**src/rtl/tt_core_io_bridge_pkg.sv**
```systemverilog
// Shared types and defaults for the core I/O bridge: FSM state encoding,
// default word/port widths and a beat-counter width helper.
package tt_core_io_bridge_pkg;

  localparam int DEFAULT_DATA_WIDTH = 32;
  localparam int DEFAULT_PORT_WIDTH = 8;

  typedef enum logic [2:0] {
    ST_LOAD_INSTR = 3'd0,
    ST_LOAD_DATA  = 3'd1,
    ST_STEP       = 3'd2,
    ST_SEND_RES   = 3'd3,
    ST_SEND_ADDR  = 3'd4
  } state_e;

  // Beat counter width: clog2 of the beat count, never narrower than one bit.
  function automatic int beat_cnt_width(input int beats);
    return (beats > 1) ? $clog2(beats) : 1;
  endfunction

endpackage

```
**src/rtl/tt_beat_shifter.sv**
```systemverilog
// Word register with a beat counter. Beats can be written one at a time at
// the counter position (serial-to-parallel), or a whole word can be loaded
// and read back one beat at a time (parallel-to-serial). The counter wraps
// to zero after the last beat, so it is zero again whenever a word completes.
module tt_beat_shifter
  import tt_core_io_bridge_pkg::*;
#(
  parameter int DATA_WIDTH = DEFAULT_DATA_WIDTH,
  parameter int PORT_WIDTH = DEFAULT_PORT_WIDTH
) (
  input  logic                  clk,
  input  logic                  rst,
  input  logic                  i_load,
  input  logic [DATA_WIDTH-1:0] i_word,
  input  logic                  i_wr,
  input  logic [PORT_WIDTH-1:0] i_beat,
  input  logic                  i_adv,
  output logic [DATA_WIDTH-1:0] o_word,
  output logic [PORT_WIDTH-1:0] o_beat,
  output logic                  o_last
);

  localparam int BEATS = DATA_WIDTH / PORT_WIDTH;
  localparam int CW    = beat_cnt_width(BEATS);
  localparam logic [CW-1:0] LAST_BEAT = CW'(BEATS - 1);
  localparam logic [CW-1:0] CNT_ONE   = CW'(1'b1);

  logic [DATA_WIDTH-1:0] r_word;
  logic [CW-1:0]         r_cnt;
  logic [CW-1:0]         w_cnt_inc;
  logic [PORT_WIDTH-1:0] w_beat;

  // Next counter value, wrapping to zero after the final beat.
  always_comb begin
    if (r_cnt == LAST_BEAT) begin
      w_cnt_inc = '0;
    end else begin
      w_cnt_inc = r_cnt + CNT_ONE;
    end
  end

  // AND-OR select of the beat addressed by the counter.
  always_comb begin
    w_beat = '0;
    for (int i = 0; i < BEATS; i++) begin
      w_beat = w_beat | ({PORT_WIDTH{r_cnt == CW'(i)}} & r_word[i*PORT_WIDTH +: PORT_WIDTH]);
    end
  end

  // Word/counter update: reset, then parallel load, then beat write or advance.
  always_ff @(posedge clk) begin
    if (rst) begin
      r_word <= '0;
      r_cnt  <= '0;
    end else if (i_load) begin
      r_word <= i_word;
      r_cnt  <= '0;
    end else if (i_wr) begin
      for (int i = 0; i < BEATS; i++) begin
        if (r_cnt == CW'(i)) begin
          r_word[i*PORT_WIDTH +: PORT_WIDTH] <= i_beat;
        end
      end
      r_cnt <= w_cnt_inc;
    end else if (i_adv) begin
      r_cnt <= w_cnt_inc;
    end
  end

  assign o_word = r_word;
  assign o_beat = w_beat;
  assign o_last = (r_cnt == LAST_BEAT);

endmodule

```
**src/rtl/tt_core_io_bridge.sv**
```systemverilog
// Byte-port bridge between a host and a single-step core datapath.
// Loads an instruction word and a read-data word beat by beat, strobes the
// datapath for one cycle, then streams back the ALU result and (optionally)
// the memory address with the write-enable folded into its top bit.
module tt_core_io_bridge
  import tt_core_io_bridge_pkg::*;
#(
  parameter int DATA_WIDTH = DEFAULT_DATA_WIDTH,
  parameter int PORT_WIDTH = DEFAULT_PORT_WIDTH,
  parameter int SEND_ADDR  = 1
) (
  input  logic                  clk,
  input  logic                  rst,
  input  logic [PORT_WIDTH-1:0] in_data,
  input  logic                  in_valid,
  output logic                  in_ready,
  output logic [PORT_WIDTH-1:0] out_data,
  output logic                  out_valid,
  input  logic                  out_ready,
  output logic [DATA_WIDTH-1:0] core_instr,
  output logic [DATA_WIDTH-1:0] core_read_data,
  output logic                  core_step,
  input  logic [DATA_WIDTH-1:0] core_alu_result,
  input  logic [DATA_WIDTH-1:0] core_addr,
  input  logic                  core_write_enable,
  output logic                  busy
);

  state_e r_state;
  state_e w_state_nxt;

  logic                  r_in_ready;
  logic                  r_out_valid;
  logic                  r_busy;
  logic                  r_core_step;
  logic [DATA_WIDTH-1:0] r_cap_addr;
  logic                  r_cap_we;

  logic                  w_in_xfer;
  logic                  w_out_xfer;
  logic                  w_instr_wr;
  logic                  w_data_wr;
  logic                  w_instr_last;
  logic                  w_data_last;
  logic                  w_out_last;
  logic                  w_out_load;
  logic [DATA_WIDTH-1:0] w_out_word_in;
  logic [DATA_WIDTH-1:0] w_addr_word;
  logic [DATA_WIDTH-1:0] w_instr_word;
  logic [DATA_WIDTH-1:0] w_data_word;
  logic [DATA_WIDTH-1:0] w_out_word;
  logic [PORT_WIDTH-1:0] w_instr_beat;
  logic [PORT_WIDTH-1:0] w_data_beat;
  logic [PORT_WIDTH-1:0] w_out_beat;

  // Handshakes use the registered ready/valid, which track the state exactly.
  assign w_in_xfer  = in_valid && r_in_ready;
  assign w_out_xfer = r_out_valid && out_ready;

  // Address beat stream: the final beat's top bit carries the write enable.
  assign w_addr_word = {r_cap_we, r_cap_addr[DATA_WIDTH-2:0]};

  // Next-state logic.
  always_comb begin
    w_state_nxt = r_state;
    case (r_state)
      ST_LOAD_INSTR: begin
        if (w_in_xfer && w_instr_last) begin
          w_state_nxt = ST_LOAD_DATA;
        end else begin
          w_state_nxt = ST_LOAD_INSTR;
        end
      end
      ST_LOAD_DATA: begin
        if (w_in_xfer && w_data_last) begin
          w_state_nxt = ST_STEP;
        end else begin
          w_state_nxt = ST_LOAD_DATA;
        end
      end
      ST_STEP: begin
        w_state_nxt = ST_SEND_RES;
      end
      ST_SEND_RES: begin
        if (w_out_xfer && w_out_last) begin
          if (SEND_ADDR != 0) begin
            w_state_nxt = ST_SEND_ADDR;
          end else begin
            w_state_nxt = ST_LOAD_INSTR;
          end
        end else begin
          w_state_nxt = ST_SEND_RES;
        end
      end
      ST_SEND_ADDR: begin
        if (w_out_xfer && w_out_last) begin
          w_state_nxt = ST_LOAD_INSTR;
        end else begin
          w_state_nxt = ST_SEND_ADDR;
        end
      end
      default: begin
        w_state_nxt = ST_LOAD_INSTR;
      end
    endcase
  end

  // Shifter controls: beat writes in the load states; output shifter takes the
  // result at STEP and the address word as the last result beat leaves.
  always_comb begin
    w_instr_wr    = 1'b0;
    w_data_wr     = 1'b0;
    w_out_load    = 1'b0;
    w_out_word_in = core_alu_result;
    if (r_state == ST_LOAD_INSTR) begin
      w_instr_wr = w_in_xfer;
    end else if (r_state == ST_LOAD_DATA) begin
      w_data_wr = w_in_xfer;
    end else if (r_state == ST_STEP) begin
      w_out_load    = 1'b1;
      w_out_word_in = core_alu_result;
    end else if ((r_state == ST_SEND_RES) && (SEND_ADDR != 0)) begin
      w_out_load    = w_out_xfer && w_out_last;
      w_out_word_in = w_addr_word;
    end else begin
      w_out_load    = 1'b0;
      w_out_word_in = core_alu_result;
    end
  end

  // State register, registered handshake/status outputs and STEP capture.
  always_ff @(posedge clk) begin
    if (rst) begin
      r_state     <= ST_LOAD_INSTR;
      r_in_ready  <= 1'b1;
      r_out_valid <= 1'b0;
      r_busy      <= 1'b0;
      r_core_step <= 1'b0;
      r_cap_addr  <= '0;
      r_cap_we    <= 1'b0;
    end else begin
      r_state     <= w_state_nxt;
      r_in_ready  <= (w_state_nxt == ST_LOAD_INSTR) || (w_state_nxt == ST_LOAD_DATA);
      r_out_valid <= (w_state_nxt == ST_SEND_RES) || (w_state_nxt == ST_SEND_ADDR);
      r_busy      <= (w_state_nxt != ST_LOAD_INSTR);
      r_core_step <= (w_state_nxt == ST_STEP);
      if (r_state == ST_STEP) begin
        r_cap_addr <= core_addr;
        r_cap_we   <= core_write_enable;
      end
    end
  end

  tt_beat_shifter #(
    .DATA_WIDTH (DATA_WIDTH),
    .PORT_WIDTH (PORT_WIDTH)
  ) u_instr_shifter (
    .clk    (clk),
    .rst    (rst),
    .i_load (1'b0),
    .i_word ({DATA_WIDTH{1'b0}}),
    .i_wr   (w_instr_wr),
    .i_beat (in_data),
    .i_adv  (1'b0),
    .o_word (w_instr_word),
    .o_beat (w_instr_beat),
    .o_last (w_instr_last)
  );

  tt_beat_shifter #(
    .DATA_WIDTH (DATA_WIDTH),
    .PORT_WIDTH (PORT_WIDTH)
  ) u_data_shifter (
    .clk    (clk),
    .rst    (rst),
    .i_load (1'b0),
    .i_word ({DATA_WIDTH{1'b0}}),
    .i_wr   (w_data_wr),
    .i_beat (in_data),
    .i_adv  (1'b0),
    .o_word (w_data_word),
    .o_beat (w_data_beat),
    .o_last (w_data_last)
  );

  // The output shifter's word register holds the captured result, then the
  // captured address word.
  tt_beat_shifter #(
    .DATA_WIDTH (DATA_WIDTH),
    .PORT_WIDTH (PORT_WIDTH)
  ) u_out_shifter (
    .clk    (clk),
    .rst    (rst),
    .i_load (w_out_load),
    .i_word (w_out_word_in),
    .i_wr   (1'b0),
    .i_beat ({PORT_WIDTH{1'b0}}),
    .i_adv  (w_out_xfer),
    .o_word (w_out_word),
    .o_beat (w_out_beat),
    .o_last (w_out_last)
  );

  // Shifter ports and address bit that this configuration never reads.
  logic w_unused_ok;
  assign w_unused_ok = ^{w_instr_beat, w_data_beat, w_out_word, r_cap_addr[DATA_WIDTH-1]};

  assign in_ready       = r_in_ready;
  assign out_valid      = r_out_valid;
  assign out_data       = w_out_beat;
  assign busy           = r_busy;
  assign core_step      = r_core_step;
  assign core_instr     = w_instr_word;
  assign core_read_data = w_data_word;

endmodule

```
**config.mk**
```make
export PLATFORM = sky130hd
export DESIGN_NAME = tt_core_io_bridge
export DESIGN_NICKNAME = d
export VERILOG_FILES = /design/src/rtl/tt_core_io_bridge_pkg.sv /design/src/rtl/tt_beat_shifter.sv /design/src/rtl/tt_core_io_bridge.sv
export SDC_FILE = /design/constraint.sdc
export NUM_CORES = 1
export LEC_CHECK = 0
export CAP_MARGIN = 5
export CORE_MARGIN = 2
export CORE_UTILIZATION = 25
export DETAILED_ROUTE_END_ITERATION = 10
export REMOVE_ABC_BUFFERS = 1
export SLEW_MARGIN = 20
export SYNTH_ARGS = -nofsm -noshare
export SYNTH_HDL_FRONTEND = slang
export SYNTH_SLANG_ARGS = --single-unit
```
**constraint.sdc**
```tcl
create_clock -name clk -period 1.9 [get_ports clk]
set_input_delay 0.38 -clock clk [delete_from_list [all_inputs] [get_ports clk]]
set_output_delay 0.38 -clock clk [all_outputs]
set_load 0.005 [all_outputs]
```
==> results of run 1 <==
power breakdown:
part	switching, uW	internal [uW]
combinational	195	260
clock	1320	2500
sequential	17.8	2990
worst register-to-register path, cell delays in order, from the launching register on:
cell and delay (ns):
dfxtp_2 0.33, buf_4 0.14, ha_4 0.16, buf_6 0.11
nand3_1 0.13, a21oi_4 0.21, buf_12 0.20, nor2_1 0.07
a311oi_1 0.28
metal layers:
layer,track usage [%],vias to the layer above
li1,-,2494
met5,0,-
met3,5.766,13
met2,23.09,186
met1,18.20,2327
met4,4.150,0
worst paths after layout:
| check | startpoint | end | slack, ns | cells past startpoint |
|---|---|---|---|---|
| worst min register to register | r_cap_addr[22] | r_cap_addr[22] | 0.45 | 2 |
| worst min-delay path | rst | u_instr_shifter.o_word[11] | 0.29 | 2 |
| worst max-delay path | u_out_shifter.r_cnt[0] | out_data[1] | -0.07 | 7 |
| worst max register to register | u_out_shifter.r_cnt[1] | u_out_shifter.o_word[31] | 0.17 | 8 |
registers in the layout, summed over array words and instances (netlist names):
signal / flops
busy: 1
core_step: 1
in_ready: 1
out_valid: 1
r_cap_addr: 31
r_cap_we: 1
r_state: 3
u_data_shifter.o_word: 32
u_data_shifter.r_cnt: 2
u_instr_shifter.o_word: 32
u_instr_shifter.r_cnt: 2
u_out_shifter.o_word: 32
u_out_shifter.r_cnt: 2
per-stage QoR:
step	total power, uW	hold slack, ns	cell area (um^2)	utilization, %	cells
detailed placement	3525	0.4469	7656	33.92	1054
floorplan	3175	0.4305	5458	-	588
CTS	7363	0.2729	8419	37.30	1088
global placement	3527	0.4422	7656	33.92	1054
global route	7516	0.2877	8468	37.52	1091
finish	7276	0.2940	8468	37.52	1091
placed cells by master, fill, tap and decap left out, types with 2 or more instances in the layout:
cell             netlist  layout
mux2i_1               65      65
a311oi_1              32      32
and2_1                 2       3
or3_1                  2       2
nor3_1                 3       3
inv_1                  6       4
buf_2                 11       8
nor2_1                99      99
dfxtp_1              141     139
bufinv_16              0       6
clkdlybuf4s50_1        0     142
nand3_2                3       3
ha_1                  12       8
a22oi_2                0       8
inv_2                  0       2
clkinv_4               0       2
a21oi_1               40      40
nand3_4                3       3
clkbuf_16              0      18
buf_12                 0       8
clkinvlp_4             0       2
inv_6                  0       2
buf_6                  4       4
nand3_1               38      38
buf_4                  5      23
nand2_1              113     113
ha_4                   0       4
a22oi_1               16       8
dfxtp_2                0       2
area by class of cell:
type                       instances  area [um^2]
fill                            2289        14100
clock buffer                      18        439.2
sequential                       141         2825
clock inverter                    13        235.2
tap                              285        356.6
inverter                           6        22.52
multi-input combinational        441         2710
timing repair buffer             187         1879
what timing repair did:
action                     4_1_cts  5_1_grt
setup endpoints to repair        8       15
gates resized for setup         54        4
gates cloned                     0        1
hold buffers                     0        0
buffers inserted                 3        2
pin swaps                        6        6
logic make-up after synthesis:
| family | synth area share (%) |
|---|---|
| mux | 11.35 |
| simple gates | 20.57 |
| fa+ha+maj | 2.620 |
| buf+inv | 5.153 |
| compound gates | 11.05 |
| flops | 49.26 |
==> flow_metrics.py, run 1 <==
metrics = {
    "clock_network": {
        "clkSinkCount": 141,
        "insertion_delay_ns": 0.42,
        "cts_made_buffers": 17,
        "cts-root-buf": "clkbuf_16",
        "clk_pin_slew_ns": 0.06,
        "cts_tree": "yes",
        "cts_max_level": 4,
        "clk_path_buf_depth": 2,
    },
    "drt": {
        "wl_per_cell_um": 16.15,
        "ant_nets": 0,
        "vias": 5020,
        "dr.pass1.iters": 5,
        "wl_met2_mm": 7.914,
        "met3_length_mm": 1.652,
        "wl_met1_mm": 7.895,
        "viasPerCell": 4.601,
        "drt-total-wl_mm": 17.62,
        "top_layer_used": "met4",
        "drc_errors": 0,
        "drt_iter0_markers": 238,
    },
    "finish": {
        "fin_nets": 883,
        "antenna_cells": 0,
        "drive_above_1_share_pct": 12.78,
        "syn_to_final_growth_pct": 47.77,
    },
    "worst_setup_path": {
        "cpLargestDelayFamily": "buffers and inverters",
        "worstPathMaxFanout": 7,
        "arrival_ns": 1.59,
        "crit_path_start_kind": "register",
        "cp_slowest_stage_delay_ns": 0.35,
        "crit_buf_inv": 4,
        "critPathSlowestCell": "dfxtp_2",
        "critPathKind": "register to output port",
        "end_kind": "output port",
        "worstPathRequired_ns": 1.52,
        "crit_chain": "inv_2 -> buf_6 -> ha_4 -> buf_4 -> a22oi_2 -> nand2_1 -> buf_2",
    },
    "global_routing": {
        "antenna_found_initial": 0,
        "grt_pass1_wl_mm": 27.45,
        "grt_max_degree": 55,
        "grt_overflow": 0,
        "track_usage_pct": 14.52,
        "grt_pass1_vias": 5057,
    },
    "synth": {
        "yosys.area.top_type": "dfxtp_1",
        "yosysUniqueCellTypes": 33,
        "synth_common_cells": "141 x dfxtp_1, 113 x nand2_1, 99 x nor2_1",
        "synth_top_cells_by_area": "dfxtp_1 49%, mux2i_1 11%, nand2_1 7.4%",
        "syn_area_mm2": 0.005730,
        "synth_ff_type": "dfxtp_1",
        "postSynthAreaPerCell_um2": 8.898,
        "postSynthCellCount": 644,
        "yosysMostFrequentCell": "dfxtp_1",
        "ys_seq_area_share_pct": 49.26,
        "synth_edf_count": 0,
        "synth_top_area_share_pct": 49.26,
        "yosys_warnings": 0,
        "async_flop_share_pct": 0,
        "synth-seq-cells": 141,
    },
    "power": {
        "p_leak_uw": 0.003450,
        "p_per_area_mw_per_mm2": 859.3,
        "ir_drop_mv": 0.5875,
    },
    "placed_design": {
        "port_buffers": 151,
        "hpwl_mm": 11.22,
        "pre_cts_ws_ns": -0.1293,
        "gp_congestion": 0.7384,
    },
    "die": {
        "num_rows": 55,
        "die-area_mm2": 0.02415,
        "initial_core_util_pct": 25.39,
        "die_h_um": 155.4,
        "core-area_mm2": 0.02257,
        "die_w_um": 155.4,
        "pin_count": 153,
    },
    "outcome": {
        "status": "finished with violations",
        "violations": "setup timing",
    },
    "timing": {
        "worst_pin_slew_ns": 0.4000,
        "max_slew_margin_pct": 73.33,
        "final.setup_skew_ns": 0.008255,
        "post-route-period-util_pct": 103.5,
        "hold_violations": 0,
        "worst_slack_ns": -0.06717,
        "setup_viol": 7,
        "clock.fmax_mhz": 508.3,
        "layout_min_cycle_time_ns": 1.967,
        "rsz0062_at_grt": "yes",
        "slew_viol_final": 0,
        "fin_setup_tns_ns": -0.3380,
    },
    "hold_path": {
        "hold_class": "input pin to register",
    },
    "flow_run": {
        "maxCapViolations": 0,
    },
}
No activity file was read; power rests on OpenSTA's default activity.
==> run 2, diff against run 1 <==
--- a/config.mk
+++ b/config.mk
@@ -7,4 +7,5 @@
 export LEC_CHECK = 0
 export CAP_MARGIN = 5
+export CORE_ASPECT_RATIO = 0.5
 export CORE_MARGIN = 2
 export CORE_UTILIZATION = 25
==> constraint.sdc (replaced) <==
create_clock -name clk -period 1.9 [get_ports clk]
set_input_delay 0.38 -clock clk [delete_from_list [all_inputs] [get_ports clk]]
set_output_delay 0.38 -clock clk [all_outputs]
set_load 0.1 [all_outputs]
==> run 2 against run 1 <==
Net effect: critical path depth is 1 lower; largest power group unchanged; maximum frequency is 2.4% lower; the flow still finishes with violations (setup timing); non-clock buffer count is 7 higher; critical path type unchanged; global-route usage is 0.37 points lower; largest cell class unchanged; total power is 3.4% lower; sequential power hardly changed; final area hardly changed; critical endpoint is now out_data[2].
==> flow_metrics.py, run 2 (synthesis results as in run 1) <==
metrics = {
    "drt": {
        "drt_iter0_markers": 191,
        "drc_errors": 0,
        "vias": 5025,
        "wl_per_cell_um": 14.88,
        "dr.pass1.iters": 4,
        "ant_nets": 0,
        "viasPerCell": 4.483,
        "drt-total-wl_mm": 16.68,
    },
    "power": {
        "ir_drop_mv": 0.6571,
        "p_per_area_mw_per_mm2": 830.3,
        "p_leak_uw": 0.003600,
    },
    "timing": {
        "worst_pin_slew_ns": 0.3973,
        "worst_slack_ns": -0.1161,
        "max_slew_margin_pct": 73.51,
        "layout_min_cycle_time_ns": 2.016,
        "final.setup_skew_ns": 0.007809,
        "rsz0062_at_grt": "yes",
        "clock.fmax_mhz": 496.0,
        "hold_violations": 0,
        "setup_viol": 8,
        "fin_setup_tns_ns": -0.7619,
        "slew_viol_final": 0,
        "post-route-period-util_pct": 106.1,
    },
    "die": {
        "pin_count": 153,
        "num_rows": 39,
        "die_h_um": 111.1,
        "die_w_um": 218.1,
        "die-area_mm2": 0.02422,
        "core-area_mm2": 0.02264,
        "initial_core_util_pct": 25.31,
    },
    "hold_path": {
        "hold_class": "input pin to register",
        "hold_path_depth": 2,
    },
    "worst_setup_path": {
        "worstPathRequired_ns": 1.52,
        "crit_path_start_kind": "register",
        "end_kind": "output port",
        "cpLargestDelayFamily": "buffers and inverters",
        "arrival_ns": 1.64,
        "timing.rr.start": "u_out_shifter.r_cnt[0]",
        "crit_chain": "buf_6 -> ha_4 -> buf_12 -> a22oi_2 -> nand2_2 -> buf_12",
        "reg2reg_depth": 8,
        "crit_buf_inv": 3,
        "endpoint": "out_data[2]",
        "crit_start": "u_out_shifter.r_cnt[0]",
        "worst-r2r-setup-slack_ns": 0.15,
        "cp.depth": 6,
        "r2r-end": "u_out_shifter.o_word[5]",
        "cp_slowest_stage_delay_ns": 0.34,
        "worstPathMaxFanout": 8,
        "critPathSlowestCell": "dfxtp_2",
        "worst_path_most_repeated_cell": "buf_12",
        "critPathKind": "register to output port",
    },
    "clock_network": {
        "clk_pin_slew_ns": 0.06,
        "insertion_delay_ns": 0.41,
        "cts_max_level": 4,
        "cts-root-buf": "clkbuf_16",
        "cts_tree": "yes",
        "ctsHoldBuffers": 0,
        "clk_path_buf_depth": 2,
        "cts_made_buffers": 17,
        "clkSinkCount": 141,
    },
    "global_routing": {
        "grt_pass1_vias": 5089,
        "track_usage_pct": 14.14,
        "grt_max_degree": 50,
        "grt_overflow": 0,
        "grt_pass1_wl_mm": 26.65,
        "antenna_found_initial": 0,
    },
    "finish": {
        "final_common_cell": "dfxtp_1",
        "final_cell_count_no_fill": 1121,
        "multi_input_comb_area_mm2": 0.002758,
        "ff_latch_area_mm2": 0.002825,
        "final_cell_area_mm2": 0.008464,
        "fillers": 2297,
        "fin_nets": 890,
        "antenna_cells": 0,
        "final_core_util_pct": 37.38,
        "final_cell_mix": "139 x dfxtp_1, 106 x nand2_1, 99 x nor2_1",
        "drive_above_1_share_pct": 23.22,
        "syn_to_final_growth_pct": 47.71,
    },
    "outcome": {
        "status": "finished with violations",
        "violations": "setup timing",
    },
    "placed_design": {
        "pre_cts_ws_ns": -0.07571,
        "port_buffers": 151,
        "dpl_cell_area_mm2": 0.007641,
        "hpwl_mm": 11.52,
        "dp_cells": 1084,
        "gp_congestion": 0.7115,
    },
    "flow_run": {
        "maxCapViolations": 0,
    },
}
## run 2: cell type report
type	instances	share of cell area, %
Inverter	6	0.2661
Clock buffer	22	5.484
Clock inverter	10	1.641
Sequential cell	141	33.38
Tap cell	307	4.538
Multi-Input combinational cell	441	32.58
Timing Repair Buffer	194	22.11
## run 2: how the worst min path moves through the flow
stage	from	endpoint	slack, ns
finish	rst	u_instr_shifter.o_word[21]	0.35
floorplan	r_cap_addr[0]	r_cap_addr[0]	0.43
CTS	rst	u_instr_shifter.o_word[1]	0.33
global route	rst	u_instr_shifter.o_word[1]	0.35
global placement	r_cap_addr[11]	r_cap_addr[11]	0.44
detailed placement	r_cap_addr[23]	r_cap_addr[23]	0.45
## run 2: stage by stage
step | total power [uW] | hold WS, ns
2_1_floorplan | 3360 | 0.4305
5_1_grt | 7294 | 0.3453
3_5_place_dp | 3698 | 0.4469
6_report | 7028 | 0.3548
4_1_cts | 7124 | 0.3288
3_3_place_gp | 3693 | 0.4421
## run 2: worst register-to-register path, stage by stage, from the launching register on
cell	delay [ns]
dfxtp_2	0.36
buf_6	0.11
ha_4	0.13
buf_4	0.11
nand3_1	0.13
a21oi_4	0.23
buf_12	0.22
nor2_1	0.08
a311oi_1	0.27
## run 2: what timing repair did
item,in CTS,in global routing
resized for setup,42,2
hold endpoints to repair,0,0
buffers inserted,3,2
pin swaps,15,6
endpoints found under the setup margin,8,9
## run 2: layer usage
layer	wire [um]	up-vias	share of wire [%]	GRT usage (%)
li1	-	2516	-	-
met1	7392	2404	44	16.80
met2	8381	85	50	24.66
met3	549	20	3.3	3.155
met4	353	0	2.1	5.760
met5	0	-	0	0
## run 2: where the power goes
part / total [uW] / internal (uW) / switching (uW)
clock network: 3400 / 2140 / 1260
registers: 3010 / 2990 / 19.4
logic: 622 / 251 / 371
==> run 3, diff against run 2 <==
- clock period: 1.9 -> 2.5 ns (I/O delays scaled with it)
==> run 3 against run 2 <==
Net effect: sequential cell count unchanged; via count down 1.6%; critical endpoint is now out_data[0]; combinational power down 26%; largest cell class unchanged; the flow now finishes without violations; hold slack better by 0.098 ns.
==> flow_metrics.py, run 3 (synthesis results as in run 1) <==
metrics = {
    "finish": {
        "final_cell_area_mm2": 0.007993,
        "syn_to_final_growth_pct": 39.48,
        "drive_above_1_share_pct": 17.13,
        "final_cell_mix": "141 x dfxtp_1, 113 x nand2_1, 99 x nor2_1",
        "final_cell_count_no_fill": 1096,
        "final_common_cell": "dfxtp_1",
        "final_core_util_pct": 35.30,
        "fin_nets": 866,
    },
    "worst_setup_path": {
        "crit_path_start_kind": "register",
        "timing.rr.start": "r_state[0]",
        "crit_start": "u_out_shifter.r_cnt[0]",
        "worst-r2r-setup-slack_ns": 0.69,
        "worstPathMaxFanout": 8,
        "endpoint": "out_data[0]",
        "reg2reg_depth": 5,
        "end_kind": "output port",
        "critPathKind": "register to output port",
        "cp_slowest_stage_delay_ns": 0.51,
        "crit_buf_inv": 1,
        "arrival_ns": 1.85,
        "worstPathRequired_ns": 2.00,
        "critPathSlowestCell": "ha_1",
        "crit_chain": "ha_1 -> a22oi_1 -> nand2_1 -> buf_12",
        "r2r-end": "r_state[2]",
        "cpLargestDelayFamily": "adder cells",
        "cp.depth": 4,
    },
    "drt": {
        "vias": 4944,
        "drt_iter0_markers": 207,
        "drt-total-wl_mm": 16.83,
        "wl_per_cell_um": 15.36,
        "ant_nets": 0,
        "dr.pass1.iters": 4,
        "viasPerCell": 4.511,
        "drc_errors": 0,
    },
    "timing": {
        "final.setup_skew_ns": 0.008676,
        "setup_viol": 0,
        "clock.fmax_mhz": 425.1,
        "rsz0062_at_grt": "no",
        "post-route-period-util_pct": 94.09,
        "layout_min_cycle_time_ns": 2.352,
        "hold_violations": 0,
        "worst_pin_slew_ns": 0.5498,
        "slew_viol_final": 0,
        "max_slew_margin_pct": 63.35,
    },
    "global_routing": {
        "use_met1_pct": 17.37,
        "grt_use_met2_pct": 23.81,
        "grt_most_used_layer": "met2",
        "track_usage_pct": 14.27,
        "grt_pass1_vias": 4776,
        "grt_max_degree": 67,
        "grt_pass1_wl_mm": 26.35,
        "antenna_found_initial": 1,
        "grt_overflow": 0,
        "grtUsageMet3_pct": 3.512,
    },
    "die": {
        "die_h_um": 111.1,
        "initial_core_util_pct": 25.31,
        "pin_count": 153,
        "core-area_mm2": 0.02264,
        "num_rows": 39,
        "die_w_um": 218.1,
        "die-area_mm2": 0.02422,
    },
    "outcome": {
        "status": "completed",
    },
    "clock_network": {
        "insertion_delay_ns": 0.41,
        "clkSinkCount": 141,
        "clk_pin_slew_ns": 0.06,
        "clk_path_buf_depth": 2,
        "cts_made_buffers": 17,
        "ctsHoldBuffers": 0,
        "cts_tree": "yes",
        "cts-root-buf": "clkbuf_16",
        "cts_max_level": 4,
    },
    "placed_design": {
        "hpwl_mm": 11.35,
        "dpl_cell_area_mm2": 0.007448,
        "dp_cells": 1065,
        "port_buffers": 151,
        "gp_congestion": 0.7209,
    },
    "power": {
        "p_leak_uw": 0.003420,
        "ir_drop_mv": 0.4852,
        "p_per_area_mw_per_mm2": 636.5,
        "power_uw": 5087,
    },
    "flow_run": {
        "maxCapViolations": 0,
    },
    "hold_path": {
        "hold_class": "register to register",
    },
}
[run 3: worst min path at each step]
stage                    from              to  cells after the start
2_1_floorplan   r_cap_addr[0]   r_cap_addr[0]                      2
3_3_place_gp   r_cap_addr[10]  r_cap_addr[10]                      2
3_5_place_dp   r_cap_addr[27]  r_cap_addr[27]                      2
4_1_cts        r_cap_addr[27]  r_cap_addr[27]                      2
5_1_grt        r_cap_addr[19]  r_cap_addr[19]                      2
6_report       r_cap_addr[27]  r_cap_addr[27]                      2
[run 3: tightest hold or removal path, cell delays in order, from the launching register on]
cell and delay, ns:
dfxtp_1 0.31, nand2_1 0.05, a21oi_1 0.05
[run 3: timing repair]
| item | 4_1_cts | 5_1_grt |
|---|---|---|
| setup endpoints to repair | 3 | 0 |
| hold endpoints to repair | 0 | 0 |
| buffers inserted | 0 | 0 |
| resized for setup | 2 | 0 |
[run 3: power breakdown]
part | total (uW) | internal (uW) | switching [uW]
clock network | 2340 | 1400 | 937
logic | 461 | 180 | 281
registers | 2280 | 2270 | 14.5
[run 3: layout make-up]
| class | count | area (um^2) |
|---|---|---|
| diodes | 1 | 2.502 |
| clock buffers | 23 | 467.9 |
| clock inverters | 7 | 66.31 |
| fillers | 2349 | 14650 |
| inverters | 6 | 22.52 |
| multi-input cells | 441 | 2628 |
| flip-flops and latches | 141 | 2823 |
| well taps | 307 | 384.1 |
| repair buffers | 170 | 1599 |
[run 3: per-stage QoR]
stage / setup WS (ns) / hold slack [ns] / TNS (ns)
6_report: 0.1478 / 0.4528 / 0
5_1_grt: 0.001702 / 0.4713 / 0
4_1_cts: 0.08690 / 0.4552 / 0
3_5_place_dp: 0.2539 / 0.4470 / 0
3_3_place_gp: 0.2693 / 0.4426 / 0
2_1_floorplan: -0.5215 / 0.4305 / -17.45
[run 3: routing by layer]
metal  vias to the layer above  wire (um)  share of wire, %
li1                       2467          -                 -
met1                      2360       7456                44
met2                        92       8404                50
met3                        25        533               3.2
met4                         0        439               2.6
met5                         -          0                 0
